===== config.mk =====
export PLATFORM = sky130hd
export DESIGN_NAME = calc_alu_seq
export DESIGN_NICKNAME = d
export VERILOG_FILES = /design/src/rtl/calc_pkg.sv /design/src/rtl/calc_iter_muldiv.sv /design/src/rtl/calc_alu_seq.sv
export SDC_FILE = /design/constraint.sdc
export NUM_CORES = 1
export LEC_CHECK = 0
export CAP_MARGIN = 20
export CORE_MARGIN = 2
export CORE_UTILIZATION = 51
export CTS_BUF_LIST = sky130_fd_sc_hd__clkbuf_16
export CTS_CLUSTER_DIAMETER = 30
export DETAILED_ROUTE_END_ITERATION = 12
export PLACE_DENSITY = 0.73
export SKIP_LAST_GASP = 1
export SLEW_MARGIN = 20
export SYNTH_ARGS = -nofsm -noshare
export SYNTH_HDL_FRONTEND = slang
export SYNTH_SLANG_ARGS = --single-unit

===== constraint.sdc =====
create_clock -name clk -period 3 [get_ports clk]
set_input_delay 0.45 -clock clk [delete_from_list [all_inputs] [get_ports clk]]
set_output_delay 0.45 -clock clk [all_outputs]
set_load 0.02 [all_outputs]

===== src/rtl/calc_pkg.sv =====
// Shared constants for the sequential calculator ALU: opcodes,
// FSM state encoding and the default operand width.
package calc_pkg;

   localparam int CALC_W = 8;

   localparam logic [2:0] OP_ADD = 3'b000;
   localparam logic [2:0] OP_SUB = 3'b001;
   localparam logic [2:0] OP_MUL = 3'b010;
   localparam logic [2:0] OP_DIV = 3'b011;
   localparam logic [2:0] OP_MOD = 3'b100;

   typedef enum logic [1:0] {
      ST_IDLE,
      ST_EXEC,
      ST_DONE
   } state_e;

endpackage


===== src/rtl/calc_iter_muldiv.sv =====
// Iterative MUL/DIV datapath: one shift-add or restoring step per
// cycle over W cycles, sharing one hi/lo shift register pair.
// Ports: start/mode_div/a/b load, step advances, res = {hi,lo}
// after the current step (product, or {remainder, quotient}),
// last flags the final step.
module calc_iter_muldiv
   import calc_pkg::*;
#(
   parameter int W = CALC_W
) (
   input  logic           clk,
   input  logic           reset,
   input  logic           start,
   input  logic           mode_div,
   input  logic [W-1:0]   a,
   input  logic [W-1:0]   b,
   input  logic           step,
   output logic [2*W-1:0] res,
   output logic           last
);

   localparam int CW = $clog2(W + 1);

   logic [W-1:0]  hi_q, hi_d;
   logic [W-1:0]  lo_q, lo_d;
   logic [W-1:0]  dvs_q, dvs_d;
   logic [CW-1:0] cnt_q, cnt_d;
   logic          div_q, div_d;

   logic [W:0]    sum;
   logic [W:0]    trial;
   logic [W-1:0]  hi_s, lo_s;

   // hi holds partial product / partial remainder, lo holds the
   // multiplier (shifted out LSB first) or dividend/quotient.
   always_comb begin
      sum   = {1'b0, hi_q} + (lo_q[0] ? {1'b0, dvs_q} : '0);
      trial = {hi_q, lo_q[W-1]} - {1'b0, dvs_q};
      if (div_q) begin
         if (!trial[W]) begin
            hi_s = trial[W-1:0];
            lo_s = {lo_q[W-2:0], 1'b1};
         end else begin
            hi_s = {hi_q[W-2:0], lo_q[W-1]};
            lo_s = {lo_q[W-2:0], 1'b0};
         end
      end else begin
         hi_s = sum[W:1];
         lo_s = {sum[0], lo_q[W-1:1]};
      end
   end

   always_comb begin
      hi_d  = hi_q;
      lo_d  = lo_q;
      dvs_d = dvs_q;
      cnt_d = cnt_q;
      div_d = div_q;
      if (start) begin
         hi_d  = '0;
         lo_d  = a;
         dvs_d = b;
         cnt_d = CW'(W - 1);
         div_d = mode_div;
      end else if (step) begin
         hi_d = hi_s;
         lo_d = lo_s;
         if (cnt_q != '0) cnt_d = cnt_q - 1'b1;
      end
   end

   always_ff @(posedge clk) begin
      if (reset) begin
         hi_q  <= '0;
         lo_q  <= '0;
         dvs_q <= '0;
         cnt_q <= '0;
         div_q <= 1'b0;
      end else begin
         hi_q  <= hi_d;
         lo_q  <= lo_d;
         dvs_q <= dvs_d;
         cnt_q <= cnt_d;
         div_q <= div_d;
      end
   end

   assign res  = {hi_s, lo_s};
   assign last = (cnt_q == '0);

endmodule


===== src/rtl/calc_alu_seq.sv =====
// Sequential calculator ALU: IDLE/EXEC/DONE FSM, ADD/SUB, errors,
// iterative MUL/DIV. Ports: A/B/op/do_compute in; result, rem, neg,
// err_dz, err_op, busy, done out. Macro CALC_ALU_MOD_EN adds MOD.
module calc_alu_seq
   import calc_pkg::*;
#(
   parameter int W = CALC_W
) (
   input  logic           clk,
   input  logic           reset,
   input  logic [W-1:0]   A,
   input  logic [W-1:0]   B,
   input  logic [2:0]     op,
   input  logic           do_compute,
   output logic [2*W-1:0] result,
   output logic [W-1:0]   rem,
   output logic           neg,
   output logic           err_dz,
   output logic           err_op,
   output logic           busy,
   output logic           done
);

   state_e         state_q, state_d;
   logic [W-1:0]   a_q, a_d, b_q, b_d;
   logic [2:0]     op_q, op_d;
   logic [2*W-1:0] res_q, res_d;
   logic [W-1:0]   rem_q, rem_d;
   logic           neg_q, neg_d;
   logic           dz_q, dz_d;
   logic           eop_q, eop_d;

   logic           start, step, last;
   logic [2*W-1:0] res_md;
   logic           is_add, is_sub, is_mul, is_div, is_mod;
   logic           is_dv, bz, multi;
   logic [W:0]     sum, diff;
   logic [2*W-1:0] n_res;
   logic [W-1:0]   n_rem;
   logic           n_neg, n_dz, n_eop;

   assign is_add = (op_q == OP_ADD);
   assign is_sub = (op_q == OP_SUB);
   assign is_mul = (op_q == OP_MUL);
   assign is_div = (op_q == OP_DIV);
`ifdef CALC_ALU_MOD_EN
   assign is_mod = (op_q == OP_MOD);
`else
   assign is_mod = 1'b0;
`endif
   assign is_dv = is_div | is_mod;
   assign bz    = (b_q == '0);
   // Divide by zero short-circuits to a single EXEC cycle.
   assign multi = is_mul | (is_dv & !bz);

   assign sum  = {1'b0, a_q} + {1'b0, b_q};
   assign diff = {1'b0, a_q} - {1'b0, b_q};

   calc_iter_muldiv #(.W(W)) u_iter (
      .clk      (clk),
      .reset    (reset),
      .start    (start),
      .mode_div (op != OP_MUL),
      .a        (A),
      .b        (B),
      .step     (step),
      .res      (res_md),
      .last     (last)
   );

   always_comb begin
      n_res = '0;
      n_rem = '0;
      n_neg = 1'b0;
      n_dz  = 1'b0;
      n_eop = 1'b0;
      unique case (1'b1)
         is_add: n_res = {{(W-1){1'b0}}, sum};
         is_sub: begin
            n_res = {{(W-1){diff[W]}}, diff};
            n_neg = diff[W];
         end
         is_mul: n_res = res_md;
         is_dv & bz: begin
            n_res = '1;
            n_rem = a_q;
            n_dz  = 1'b1;
         end
         is_div & !bz: begin
            n_res = {{W{1'b0}}, res_md[W-1:0]};
            n_rem = res_md[2*W-1:W];
         end
         is_mod & !bz: begin
            n_res = {{W{1'b0}}, res_md[2*W-1:W]};
            n_rem = res_md[2*W-1:W];
         end
         default: n_eop = 1'b1;
      endcase
   end

   always_comb begin
      state_d = state_q;
      a_d     = a_q;
      b_d     = b_q;
      op_d    = op_q;
      res_d   = res_q;
      rem_d   = rem_q;
      neg_d   = neg_q;
      dz_d    = dz_q;
      eop_d   = eop_q;
      start   = 1'b0;
      step    = 1'b0;
      unique case (state_q)
         ST_IDLE: begin
            if (do_compute) begin
               start   = 1'b1;
               a_d     = A;
               b_d     = B;
               op_d    = op;
               state_d = ST_EXEC;
            end
         end
         ST_EXEC: begin
            step = multi;
            if (!multi || last) begin
               state_d = ST_DONE;
               res_d   = n_res;
               rem_d   = n_rem;
               neg_d   = n_neg;
               dz_d    = n_dz;
               eop_d   = n_eop;
            end
         end
         ST_DONE: state_d = ST_IDLE;
         default: state_d = ST_IDLE;
      endcase
   end

   always_ff @(posedge clk) begin
      if (reset) begin
         state_q <= ST_IDLE;
         a_q     <= '0;
         b_q     <= '0;
         op_q    <= '0;
         res_q   <= '0;
         rem_q   <= '0;
         neg_q   <= 1'b0;
         dz_q    <= 1'b0;
         eop_q   <= 1'b0;
      end else begin
         state_q <= state_d;
         a_q     <= a_d;
         b_q     <= b_d;
         op_q    <= op_d;
         res_q   <= res_d;
         rem_q   <= rem_d;
         neg_q   <= neg_d;
         dz_q    <= dz_d;
         eop_q   <= eop_d;
      end
   end

   assign result = res_q;
   assign rem    = rem_q;
   assign neg    = neg_q;
   assign err_dz = dz_q;
   assign err_op = eop_q;
   assign busy   = (state_q == ST_EXEC);
   assign done   = (state_q == ST_DONE);

endmodule


# Yosys cells after proc, flatten, opt, wreduce, memory -nomap -nowiden
# Cells that the tools add are included.
dict set report word_totals {
  input_bits 22
  regBits 77
}
dict set report op_classes {
  n_bitwise 3
  n_addsub 5
  n_mux 21
  n_eq_ne 8
  n_reduce_logical 17
}
# operator n
set op_table {}
lappend op_table {{$pmux W16 S5} 1}
lappend op_table {{$mux W8} 6}
lappend op_table {{$pmux W8 S2} 1}
lappend op_table {{$reduce_and A2 Y1} 5}
lappend op_table {{$add A8 B8 Y9} 1}
lappend op_table {{$add A8 B9 Y9} 1}
lappend op_table {{$mux W3} 3}
lappend op_table {{$sub A8 B8 Y9} 1}
lappend op_table {{$sub A9 B8 Y9} 1}
lappend op_table {{$logic_not A8 Y1} 1}
lappend op_table {{$mux W1} 7}
lappend op_table {{$eq A3 B2 Y1 const B} 2}
lappend op_table {{$reduce_or A5 Y1} 1}
lappend op_table {{$logic_not A4 Y1} 1}
lappend op_table {{$mux W2} 2}
lappend op_table {{$pmux W2 S2} 1}
lappend op_table {{$reduce_bool A2 Y1} 2}
lappend op_table {{$reduce_bool A4 Y1} 1}
lappend op_table {{$sub A4 B1 Y4 const B} 1}
lappend op_table {{$eq A3 B1 Y1 const B} 1}
lappend op_table {{$logic_not A3 Y1} 1}
lappend op_table {{$ne A3 B2 Y1 const B} 1}
lappend op_table {{$and A1 B1 Y1} 2}
lappend op_table {{$eq A2 B1 Y1 const B} 1}
lappend op_table {{8 further kinds} 9}

# Depth between registers and ports, before layout
# Gate-level depths: netlist of run 1.
dict set report logic_depth {
  word_depth 8
  depth_mapped 11
  ltp_nobuf 11
}

# Hierarchy
# A second synthesis of run 1 with hierarchy kept.
dict set report unflattened {
  cells_unflattened 624
  area_unflattened_um2 4916.0
}
# mod area_each_um2 instances cells_per_inst
set by_module_without_submodules {}
lappend by_module_without_submodules {calc_alu_seq 2676.3 1 331}
lappend by_module_without_submodules {calc_iter_muldiv 2239.6 1 293}

# Least setup slack after synthesis of run 1
# No wires, ideal clock.
dict set report synth_timing {
  path_kind {register to register}
  startpoint {register b_q[0]}
  endpoint {register res_q[0] (netlist: result[0])}
  required_ns 2.861
  period_less_slack_ns 2.884
  t_arrival_ns 2.745
  path_slack_ns 0.116
  path_buffers 1
  stages_incl_launch_ff 11
  setup_time_ns 0.139
  path_cell_list {dfxtp_1 > ha_1 > fa_1 > and2b_1 > o2111ai_2 > a32o_1 > or3_1 > buf_6 > mux2_2 > a211oi_1 > a211oi_1}
}
dict set report synth_between {
  elab_chain_cells 7
}
# element line_no
set synth_rtl {}
lappend synth_rtl {{start: declaration} calc_alu_seq.sv:25} ;# logic [W-1:0] a_q, a_d, b_q, b_d;
lappend synth_rtl {{start signal: assignment} calc_alu_seq.sv:143} ;# b_q <= '0;
lappend synth_rtl {{start signal: assignment} calc_alu_seq.sv:153} ;# b_q <= b_d;
lappend synth_rtl {{parallel branches: the longest is 7 deep, another holds $sub A8 B8 Y9} n/a}
lappend synth_rtl {{end signal: assignment} calc_alu_seq.sv:155} ;# res_q <= res_d;
lappend synth_rtl {{end: declaration} calc_alu_seq.sv:27} ;# logic [2*W-1:0] res_q, res_d;
# Several ways; the timed one is not identified.
# A chain may end at the register's enable or synchronous reset.

# Final worst setup path of run 1
dict set report layout_timing {
  startpoint {register u_iter.lo_q[7]}
  endpoint {register res_q[10] (netlist: result[10])}
}
dict set report layout_between {
  elab_chain_cells 4
}
# element line_no
set layout_rtl {}
lappend layout_rtl {{start: declaration} calc_iter_muldiv.sv:25} ;# logic [W-1:0] lo_q, lo_d;
lappend layout_rtl {{start signal: assignment} calc_iter_muldiv.sv:81} ;# lo_q <= lo_d;
lappend layout_rtl {{$sub A9 B8 Y9} calc_iter_muldiv.sv:38} ;# trial = {hi_q, lo_q[W-1]} - {1'b0, dvs_q};
lappend layout_rtl {{$mux W8} calc_iter_muldiv.sv:40} ;# if (!trial[W]) begin
lappend layout_rtl {{$mux W8} calc_iter_muldiv.sv:39} ;# if (div_q) begin
lappend layout_rtl {{$pmux W16 S5} calc_alu_seq.sv:77} ;# unique case (1'b1)
# No other way between the ends.

==> results of run 1 <==
flip-flops by register name, indices dropped and copies added (netlist names):
| register | flops |
|---|---|
| result | 16 |
| a_q | 8 |
| b_q | 8 |
| rem | 8 |
| u_iter.hi_q | 8 |
| u_iter.lo_q | 8 |
| u_iter.cnt_q | 4 |
| op_q | 3 |
| state_q | 2 |
| err_dz | 1 |
| err_op | 1 |
| neg | 1 |
| u_iter.div_q | 1 |
cells in the final DEF, fill, tap and decap left out, types with 4 or more instances in the layout:
cell type	count
a211oi_1	7
a21oi_1	58
a22o_1	5
a31oi_1	10
and2_1	11
buf_4	33
clkbuf_16	9
clkdlybuf4s50_1	49
dfxtp_1	69
ha_1	33
inv_1	25
mux2_2	7
mux2i_1	8
nand2_1	78
nand2b_1	8
nand3_1	11
nor2_1	38
nor2b_1	11
nor3_1	13
nor4_1	8
o21a_1	4
o21ai_0	32
o22ai_1	7
o311ai_0	4
o31ai_1	7
xnor2_1	9
xor2_1	6
power groups by stage:
stage | sequential [mW] | combinational (mW) | clock [mW]
final | 1.01 | 0.611 | 1.05
after global routing | 1.01 | 0.656 | 1.09
after CTS | 1.01 | 0.591 | 1.05
after detailed placement | 1.03 | 0.585 | 0
after global placement | 1.03 | 0.574 | 0
after floorplan | 1.02 | 0.369 | 0
layout make-up:
| type | count | area [µm²] | area share |
|---|---|---|---|
| inverter | 25 | 93.84 | 0.01716 |
| clock inverter | 6 | 65.06 | 0.01190 |
| timing repair buffer | 83 | 743.2 | 0.1359 |
| tap | 105 | 131.4 | 0.02403 |
| multi-input combinational | 428 | 2828 | 0.5172 |
| sequential | 69 | 1381 | 0.2526 |
| clock buffer | 9 | 225.2 | 0.04119 |
layer usage:
| layer | track usage | up-vias | share of wire | wire [µm] |
|---|---|---|---|---|
| met4 | 0.1755 | 0 | 0.057 | 790 |
| met5 | 0 | - | 0 | 0 |
| li1 | - | 2106 | - | - |
| met2 | 0.4738 | 226 | 0.46 | 6342 |
| met1 | 0.3574 | 2040 | 0.41 | 5596 |
| met3 | 0.04697 | 43 | 0.075 | 1036 |
worst max path at each step:
stage	startpoint	endpoint	slack, ps
after global routing	u_iter.lo_q[7]	result[10]	-30
after CTS	u_iter.lo_q[7]	result[10]	30
after floorplan	b_q[0]	result[0]	120
after global placement	u_iter.lo_q[7]	result[13]	50
after detailed placement	u_iter.lo_q[7]	rem[6]	-30
final	u_iter.lo_q[7]	result[10]	140
cell usage after synthesis (3+ instances only):
master	n	area, µm²
o22ai_1	7	43.79
dfxtp_1	69	1381
buf_1	3	11.26
o21a_1	4	30.03
o31ai_1	7	52.55
a22o_1	5	43.79
inv_1	25	93.84
and3_1	3	18.77
nand3_1	11	55.05
a21o_1	3	22.52
fa_1	4	80.08
xnor2_1	9	78.83
o311ai_0	4	35.03
a21oi_1	59	295.3
a31oi_1	10	62.56
o21ai_0	32	160.2
nand2_1	78	292.8
nand2b_1	8	50.05
a211oi_1	7	52.55
clkbuf_1	21	78.83
xor2_1	6	52.55
and2_1	11	68.82
nor2b_1	11	68.82
nor4_1	9	56.30
nor3_1	13	65.06
mux2i_1	8	80.08
a21boi_0	3	22.52
nor2_1	38	142.6
nor3b_1	3	22.52
mux2_2	7	78.83
ha_1	33	412.9
stage by stage:
step	power [mW]	TNS (ps)	worst slack [ps]	std cells
floorplan	1.394	0	115.9	549
global placement	1.600	0	51.47	709
detailed placement	1.611	-26.38	-26.38	709
CTS	2.652	0	26.51	724
global route	2.763	-25.71	-25.71	725
finish	2.667	0	135.0	725
worst register-to-register path, delay by kind of cell (launching register included):
family / cells / cell delay [ps]
adders and majority gates: 2 / 580
DFF: 1 / 330
buffers and inverters: 2 / 210
and+or+nand+nor: 2 / 510
AOI/OAI and AO/OA: 5 / 1120
cells by family (layout without fill, tap and decap cells):
logic type	count (synthesis)	in the layout	share of synthesized area
adders and majority gates	37	37	0.1126
AOI/OAI and AO/OA	167	167	0.2501
buffers and inverters	52	123	0.04688
muxes	15	15	0.03631
DFF	69	69	0.3156
and+or+nand+nor	194	194	0.2084
xor gates and xnor gates	15	15	0.03002
what timing repair did:
| action | in CTS | in global routing |
|---|---|---|
| setup buffers | 0 | 1 |
| pin swaps | 0 | 1 |
| resized for setup | 1 | 5 |
| setup endpoints to repair | 3 | 16 |
==> impl_metrics.toml, run 1 <==
[logic_synthesis]
ys_seq_area_frac = 0.3156
ys.flop_type = "dfxtp_1"
synthDistinctLibCells = 62
synth_area_mm2 = 0.004377
synthCells = 549
async_flop_share = 0
ys_seq_elements = 69
ys_warn_count = 0
synth_edf_count = 0
syn_nets = 608
syn_avg_cell_area_um2 = 7.972

[hold_path]
holdCritPathClass = "flop to flop"
hold_end = "err_op"
min_path_cells = 2
min-delay-start = "err_op"

[sta]
timing.hold.ws_ps = 458.3
slew_viol_final = 0
period_minus_slack_ps = 2865
setup_viol = 0
finClkSkew_ps = 5.289
relSlewSlack = 0.4999
max_freq_mhz = 349.0
tightest_slew_ps = 747.7
hold_violations = 0
fin_crit_sh = 0.9550
rsz0062_at_grt = "true"

[route]
dr.pass1.iters = 5
vias_per_cell = 6.090
dr_total_vias = 4415
drtIter0Drc = 308
wl_per_cell_um = 18.99
drc = 0
wl_um = 13770
ant_nets = 0

[worst_setup_path]
cp_cell_sequence = "inv_1 -> ha_1 -> fa_2 -> and2b_1 -> o2111ai_2 -> a32o_1 -> buf_4 -> nor4_4 -> a311oi_2 -> o311a_1 -> a2111oi_2"
r2r_setup_slack_ps = 140
slowest_stage = "fa_2"
r2r-end = "result[10]"
endpoint_kind = "flop"
r2r.worst_path.cells = 11
path_depth = 11
crit_type = "flop to flop"
rr_startpoint = "u_iter.lo_q[7]"
cp.arrival_ps = 3100
required_ps = 3230
startpoint_type = "flop"
max_stage_delay_ps = 370
cp_top_family = "compound AO/OA/AOI/OAI gates"
cp_num_buf_inv = 2
cp_max_fo = 4

[clock_network]
h-tree-depth = 3
cts_tree = "yes"
clk_latency_ps = 330
cts_hold_repair.buffers = 0
root_buffer = "clkbuf_16"
clk_pin_slew_worst_paths_ps = 60
cts_num_sinks = 69
clk_path_buf_depth = 2
cts_made_buffers = 9

[global_route]
overflow = 0
antenna_found_initial = 0
grt_usage = 0.2898
grt_max_degree = 31
grt_pass1_wl_um = 21400
grt_pass1_vias = 4129

[floorplanning]
num_io_pins = 51
dieArea_mm2 = 0.009338
start_util = 0.5300
core_area_mm2 = 0.008258
die_y_um = 96.64
die_x_um = 96.64
num_rows = 33

[final_layout]
antenna_cells = 0
layout-drive-gt1-share = 0.1145
utilization = 0.6621
fillers = 748
nets = 675
stdcell_area_mm2 = 0.005468
syn_to_final_growth_pct = 24.93

[run]
max_cap_violations = 0

[placed_design]
io_buffers = 50
placed_cell_area_mm2 = 0.005132
dp.final_hpwl_um = 10560
gp_congestion = 1.014

[pwr]
internal_power_mw = 1.857
p_per_area_mw_per_mm2 = 487.7
netSwitchingPower_mw = 0.8097
share_comb_of_total_power = 0.229
p_seq_frac = 0.378
peakVddDrop_uv = 320.2
swShare = 0.3037
p_leak_nw = 2.131
p_clk_frac = 0.393

[status]
status = "finished clean"
Note: power is estimated with default switching activity, not from simulation.
==> inputs of run 2 (changes only) <==
--- a/config.mk
+++ b/config.mk
@@ -7,13 +7,14 @@
 export LEC_CHECK = 0
 export CAP_MARGIN = 20
 export CORE_MARGIN = 2
-export CORE_UTILIZATION = 51
+export CORE_UTILIZATION = 52
 export CTS_BUF_LIST = sky130_fd_sc_hd__clkbuf_16
 export CTS_CLUSTER_DIAMETER = 30
 export DETAILED_ROUTE_END_ITERATION = 12
+export HOLD_SLACK_MARGIN = 0.15
 export PLACE_DENSITY = 0.73
 export SKIP_LAST_GASP = 1
-export SLEW_MARGIN = 20
 export SYNTH_ARGS = -nofsm -noshare
 export SYNTH_HDL_FRONTEND = slang
+export SYNTH_HIERARCHICAL = 1
 export SYNTH_SLANG_ARGS = --single-unit
==> impl_metrics.toml, run 2 <==
[status]
status = "finished, violations left"
violations = "setup timing"

[sta]
rsz0062_at_grt = "true"
worst_slack_ps = -87.88
fin_crit_sh = 1.029
tightest_slew_ps = 684.8
hold_violations = 0
period_minus_slack_ps = 3088
relSlewSlack = 0.5430
slew_viol_final = 0
timing.hold.ws_ps = 424.6
finClkSkew_ps = 5.618
max_freq_mhz = 323.8
setup_viol = 1

[logic_synthesis]
synth_top_family_by_area = "compound AO/OA/AOI/OAI gates"
ys_warn_count = 6
synth.area.mux_share = 0.04556
synthAdderAreaFrac = 0.1028
yosysTopAreaCellShare = 0.3136
yosys.area.top_type = "dfxtp_1"
synth-compound-area-share = 0.2326
ys_seq_area_frac = 0.3136
async_flop_share = 0
synthDistinctLibCells = 68
synthCells = 624
synth_common_cells = "nand2_1 (95), dfxtp_1 (77), nor2_1 (68), a21oi_1 (49), inv_1 (35)"
syn_avg_cell_area_um2 = 7.878
synth.area.top_cells = "dfxtp_1 (31%), ha_1 (8.7%), nand2_1 (7.3%)"
syn_nets = 684
synth-xor-area-share = 0.02494
yosys.area_share.simple = 0.2265
ys.flop_type = "dfxtp_1"
synth_area_mm2 = 0.004916
yosysMostFrequentCell = "nand2_1"
synth_edf_count = 0
ys_seq_elements = 77

[global_route]
overflow = 0
grt_usage = 0.2906
grt_pass1_vias = 4586
grt_pass1_wl_um = 23270
grt_max_degree = 33
antenna_found_initial = 1

[clock_network]
root_buffer = "clkbuf_16"
h-tree-depth = 3
cts_num_sinks = 77
cts_tree = "yes"
clk_pin_slew_worst_paths_ps = 60
cts_made_buffers = 9
clk_path_buf_depth = 2
clk_latency_ps = 330
cts_hold_repair.buffers = 0

[final_layout]
largest_register_ffs = 16
final_cells = 795
final_cell_mix = "nand2_1 (94), dfxtp_1 (75), nor2_1 (68)"
fillers = 795
layout-drive-gt1-share = 0.1098
final_common_cell = "nand2_1"
nets = 738
syn_to_final_growth_pct = 21.99

[route]
ant_nets = 0
wl_um = 14550
dr_total_vias = 4819
dr.pass1.iters = 5
vias_per_cell = 6.062
drtIter0Drc = 388
wl_per_cell_um = 18.30
drc = 0

[floorplanning]
start_util = 0.5346
die_x_um = 101.2
core_area_mm2 = 0.009196
die_y_um = 101.2
num_rows = 35
num_io_pins = 51
dieArea_mm2 = 0.01025

[worst_setup_path]
cp.arrival_ps = 3310
cp_max_fo = 4
cp_top_family = "compound AO/OA/AOI/OAI gates"
startpoint_type = "flop"
cp_num_buf_inv = 2
slowest_stage = "fa_2"
path_common_cell = "inv_2"
required_ps = 3220
cp_cell_sequence = "inv_2 -> ha_4 -> inv_2 -> fa_2 -> a211oi_4 -> nor3_2 -> mux2i_2 -> or2_1 -> o211ai_1 -> o21ai_1 -> mux2_4 -> nand2_2 -> o41ai_2 -> a221o_1"
crit_type = "flop to flop"
max_stage_delay_ps = 430
endpoint_kind = "flop"

[placed_design]
io_buffers = 50
gp_congestion = 0.9107
dp.final_hpwl_um = 11080
dp.cells = 774

[run]
max_cap_violations = 0

[pwr]
p_per_area_mw_per_mm2 = 499.8
peakVddDrop_uv = 402.5
p_leak_nw = 2.373

[hold_path]
holdCritPathClass = "input port to flop"
run 2: through the flow:
stage               worst slack [ps]  total power, mW    util  setup TNS, ps  area (µm²)
detailed placement            -60.39            1.767  0.6083         -60.39        5594
finish                        -87.88            2.997  0.6521         -87.88        5997
global placement               74.64            1.754  0.6083              0        5594
floorplan                      21.39            1.558       -              0        4918
global route                  -132.3            3.110  0.6521         -155.5        5997
CTS                            9.124            2.981  0.6459              0        5939
run 2: metal layers:
metal | vias up | wire [µm] | GRT usage
met5 | - | 0 | 0
li1 | 2313 | - | -
met4 | 0 | 340 | 0.09356
met1 | 2237 | 6487 | 0.4063
met3 | 33 | 1078 | 0.04831
met2 | 236 | 6642 | 0.4595
run 2: worst paths after layout:
kind	slack [ps]	startpoint	endpoint	cells after the start
min	420	reset	neg	2
min reg2reg	460	err_dz	err_dz	2
max	-90	u_iter/lo_q[7]	result[8]	14
max reg2reg	-90	u_iter/lo_q[7]	result[8]	14
run 2: final cells by class:
cell class / instances / area, µm² / area share
antenna: 1 / 2.502 / 0.0004173
clock buffer: 9 / 225.2 / 0.03755
clock inverter: 7 / 105.1 / 0.01753
inverter: 37 / 138.9 / 0.02316
multi-input combinational: 479 / 3154 / 0.5260
sequential: 77 / 1544 / 0.2575
tap: 111 / 138.9 / 0.02316
timing repair buffer: 74 / 688.2 / 0.1148
run 2: cells by family after synthesis:
group	Yosys count
XOR/XNOR	14
buffers and inverters	68
AND/OR/NAND/NOR	240
multiplexers	21
AO/OA/AOI/OAI	166
flip-flops	77
adder cells (fa/ha/maj)	38
run 2: report_power, final:
part | internal, mW | switching, mW
registers | 1.07 | 0.0620
clock network | 0.744 | 0.472
logic | 0.281 | 0.369
total | 2.09 | 0.903
run 2: timing repair:
item,in CTS,in global routing
buffers inserted,1,3
setup endpoints to repair,1,1
gates resized for setup,1,10
endpoints found under the hold margin,0,0
pin swaps,3,7
==> inputs of run 3 (changes only) <==
--- a/config.mk
+++ b/config.mk
@@ -6,6 +6,7 @@
 export NUM_CORES = 1
 export LEC_CHECK = 0
 export CAP_MARGIN = 20
+export CORE_ASPECT_RATIO = 1.25
 export CORE_MARGIN = 2
 export CORE_UTILIZATION = 52
 export CTS_BUF_LIST = sky130_fd_sc_hd__clkbuf_16
==> impl_metrics.toml, run 3 (synthesized netlist as in run 2, its figures left out) <==
[floorplanning]
die_x_um = 90.97
num_io_pins = 51
die_y_um = 112.7
start_util = 0.5359
dieArea_mm2 = 0.01025
num_rows = 39
core_area_mm2 = 0.009174

[worst_setup_path]
startpoint_type = "flop"
cp_max_fo = 3
r2r-end = "result[8]"
cp_top_family = "compound AO/OA/AOI/OAI gates"
cp_cell_sequence = "inv_2 -> ha_2 -> inv_1 -> fa_2 -> a211oi_4 -> nor3_2 -> mux2i_2 -> or2_1 -> o211ai_1 -> o21ai_1 -> mux2_2 -> nand2_1 -> o41ai_1 -> a221o_1"
worstSetupStartpoint = "u_iter/lo_q[7]"
slowest_stage = "fa_2"
required_ps = 3220
r2r_setup_slack_ps = 110
cp.arrival_ps = 3110
rr_startpoint = "u_iter/lo_q[7]"
r2r.worst_path.cells = 14
endpoint_kind = "flop"
cp_num_buf_inv = 2
crit_type = "flop to flop"
max_stage_delay_ps = 360

[placed_design]
placed_cell_area_mm2 = 0.005612
io_buffers = 50
dp.final_hpwl_um = 11520
dp.cells = 788
gp_congestion = 0.9748
pre_cts_ws_ps = 29.90

[final_layout]
syn_to_final_growth_pct = 20.97
nets = 739
stdcell_area_mm2 = 0.005947
final_cell_mix = "nand2_1 (95), dfxtp_1 (77), nor2_1 (68)"
antenna_cells = 0
final_cells = 807
final_common_cell = "nand2_1"
largest_register_ffs = 16
fillers = 859
layout-drive-gt1-share = 0.1023

[pwr]
power.total_mw = 2.866
internal_power_mw = 1.993
netSwitchingPower_mw = 0.8735
p_leak_nw = 2.350
peakVddDrop_uv = 628.5
p_seq_frac = 0.395
p_per_area_mw_per_mm2 = 482.0
swShare = 0.3048
p_clk_frac = 0.381
share_comb_of_total_power = 0.224

[clock_network]
cts_tree = "yes"
clk_latency_ps = 340
cts_hold_repair.buffers = 0
h-tree-depth = 3
clk_pin_slew_worst_paths_ps = 60
cts_made_buffers = 9
cts_num_sinks = 77
clk_path_buf_depth = 2
root_buffer = "clkbuf_16"

[sta]
finClkSkew_ps = 8.958
period_minus_slack_ps = 2886
setup_viol = 0
relSlewSlack = 0.5509
fin_crit_sh = 0.9619
slew_viol_final = 0
timing.hold.ws_ps = 465.6
worst_slack_ps = 114.3
max_freq_mhz = 346.5
tightest_slew_ps = 672.2
hold_violations = 0

[route]
drtIter0Drc = 432
dr_total_vias = 4741
drc = 0
ant_nets = 0
wl_um = 14850
wl_per_cell_um = 18.41
dr.pass1.iters = 5
vias_per_cell = 5.875

[global_route]
grt_max_degree = 45
antenna_found_initial = 0
grt_pass1_wl_um = 23710
overflow = 0
grt_usage = 0.2940
grt_pass1_vias = 4601

[hold_path]
holdCritPathClass = "flop to flop"
min_path_cells = 2
hold_end = "err_op"
min-delay-start = "err_op"

[status]
status = "finished clean"

[run]
max_cap_violations = 0
==> run 3: area by class of cell <==
type | count | area (µm²) | share of cell area
Inverter | 37 | 138.9 | 0.02335
Multi-Input combinational cell | 479 | 3131 | 0.5264
Sequential cell | 77 | 1541 | 0.2592
Clock buffer | 9 | 225.2 | 0.03787
Clock inverter | 7 | 73.82 | 0.01241
Timing Repair Buffer | 75 | 683.2 | 0.1149
Tap cell | 123 | 153.9 | 0.02588
==> run 3: per-layer routing <==
metal,global-route usage,routed length (µm),vias up
met3,0.03995,513,35
met5,0,0,-
li1,-,-,2311
met2,0.5556,7801,147
met4,0.1131,489,0
met1,0.3322,6048,2248
==> run 3: worst max-delay path by stage <==
stage | end | slack (ps) | cells after the start
after CTS | result[8] | 20 | 14
after global placement | result[8] | 80 | 14
final | result[8] | 110 | 14
after floorplan | result[8] | 20 | 15
after detailed placement | result[8] | 30 | 14
after global routing | result[8] | -10 | 14
==> run 3: stage by stage <==
| step | TNS, ps | utilization |
|---|---|---|
| 3_3_place_gp | 0 | 0.6117 |
| 3_5_place_dp | 0 | 0.6117 |
| 6_report | 0 | 0.6483 |
| 2_1_floorplan | 0 | - |
| 5_1_grt | -12.55 | 0.6483 |
| 4_1_cts | 0 | 0.6443 |
==> run 3: repair_timing <==
item / in CTS / in global routing
buffers inserted: 0 / 3
endpoints found under the setup margin: 0 / 7
resized for setup: 0 / 4
==> run 3: power groups by stage <==
stage / registers, mW / logic (mW) / clock network [mW]
floorplan: 1.14 / 0.422 / 0
global placement: 1.15 / 0.615 / 0
detailed placement: 1.15 / 0.623 / 0
CTS: 1.13 / 0.625 / 1.10
global route: 1.14 / 0.697 / 1.14
finish: 1.13 / 0.642 / 1.09
==> run 3: tightest hold or removal path, stage by stage, from the launching register on <==
cell and delay (ps):
dfxtp_1 310, nand2_1 50, a21oi_1 60
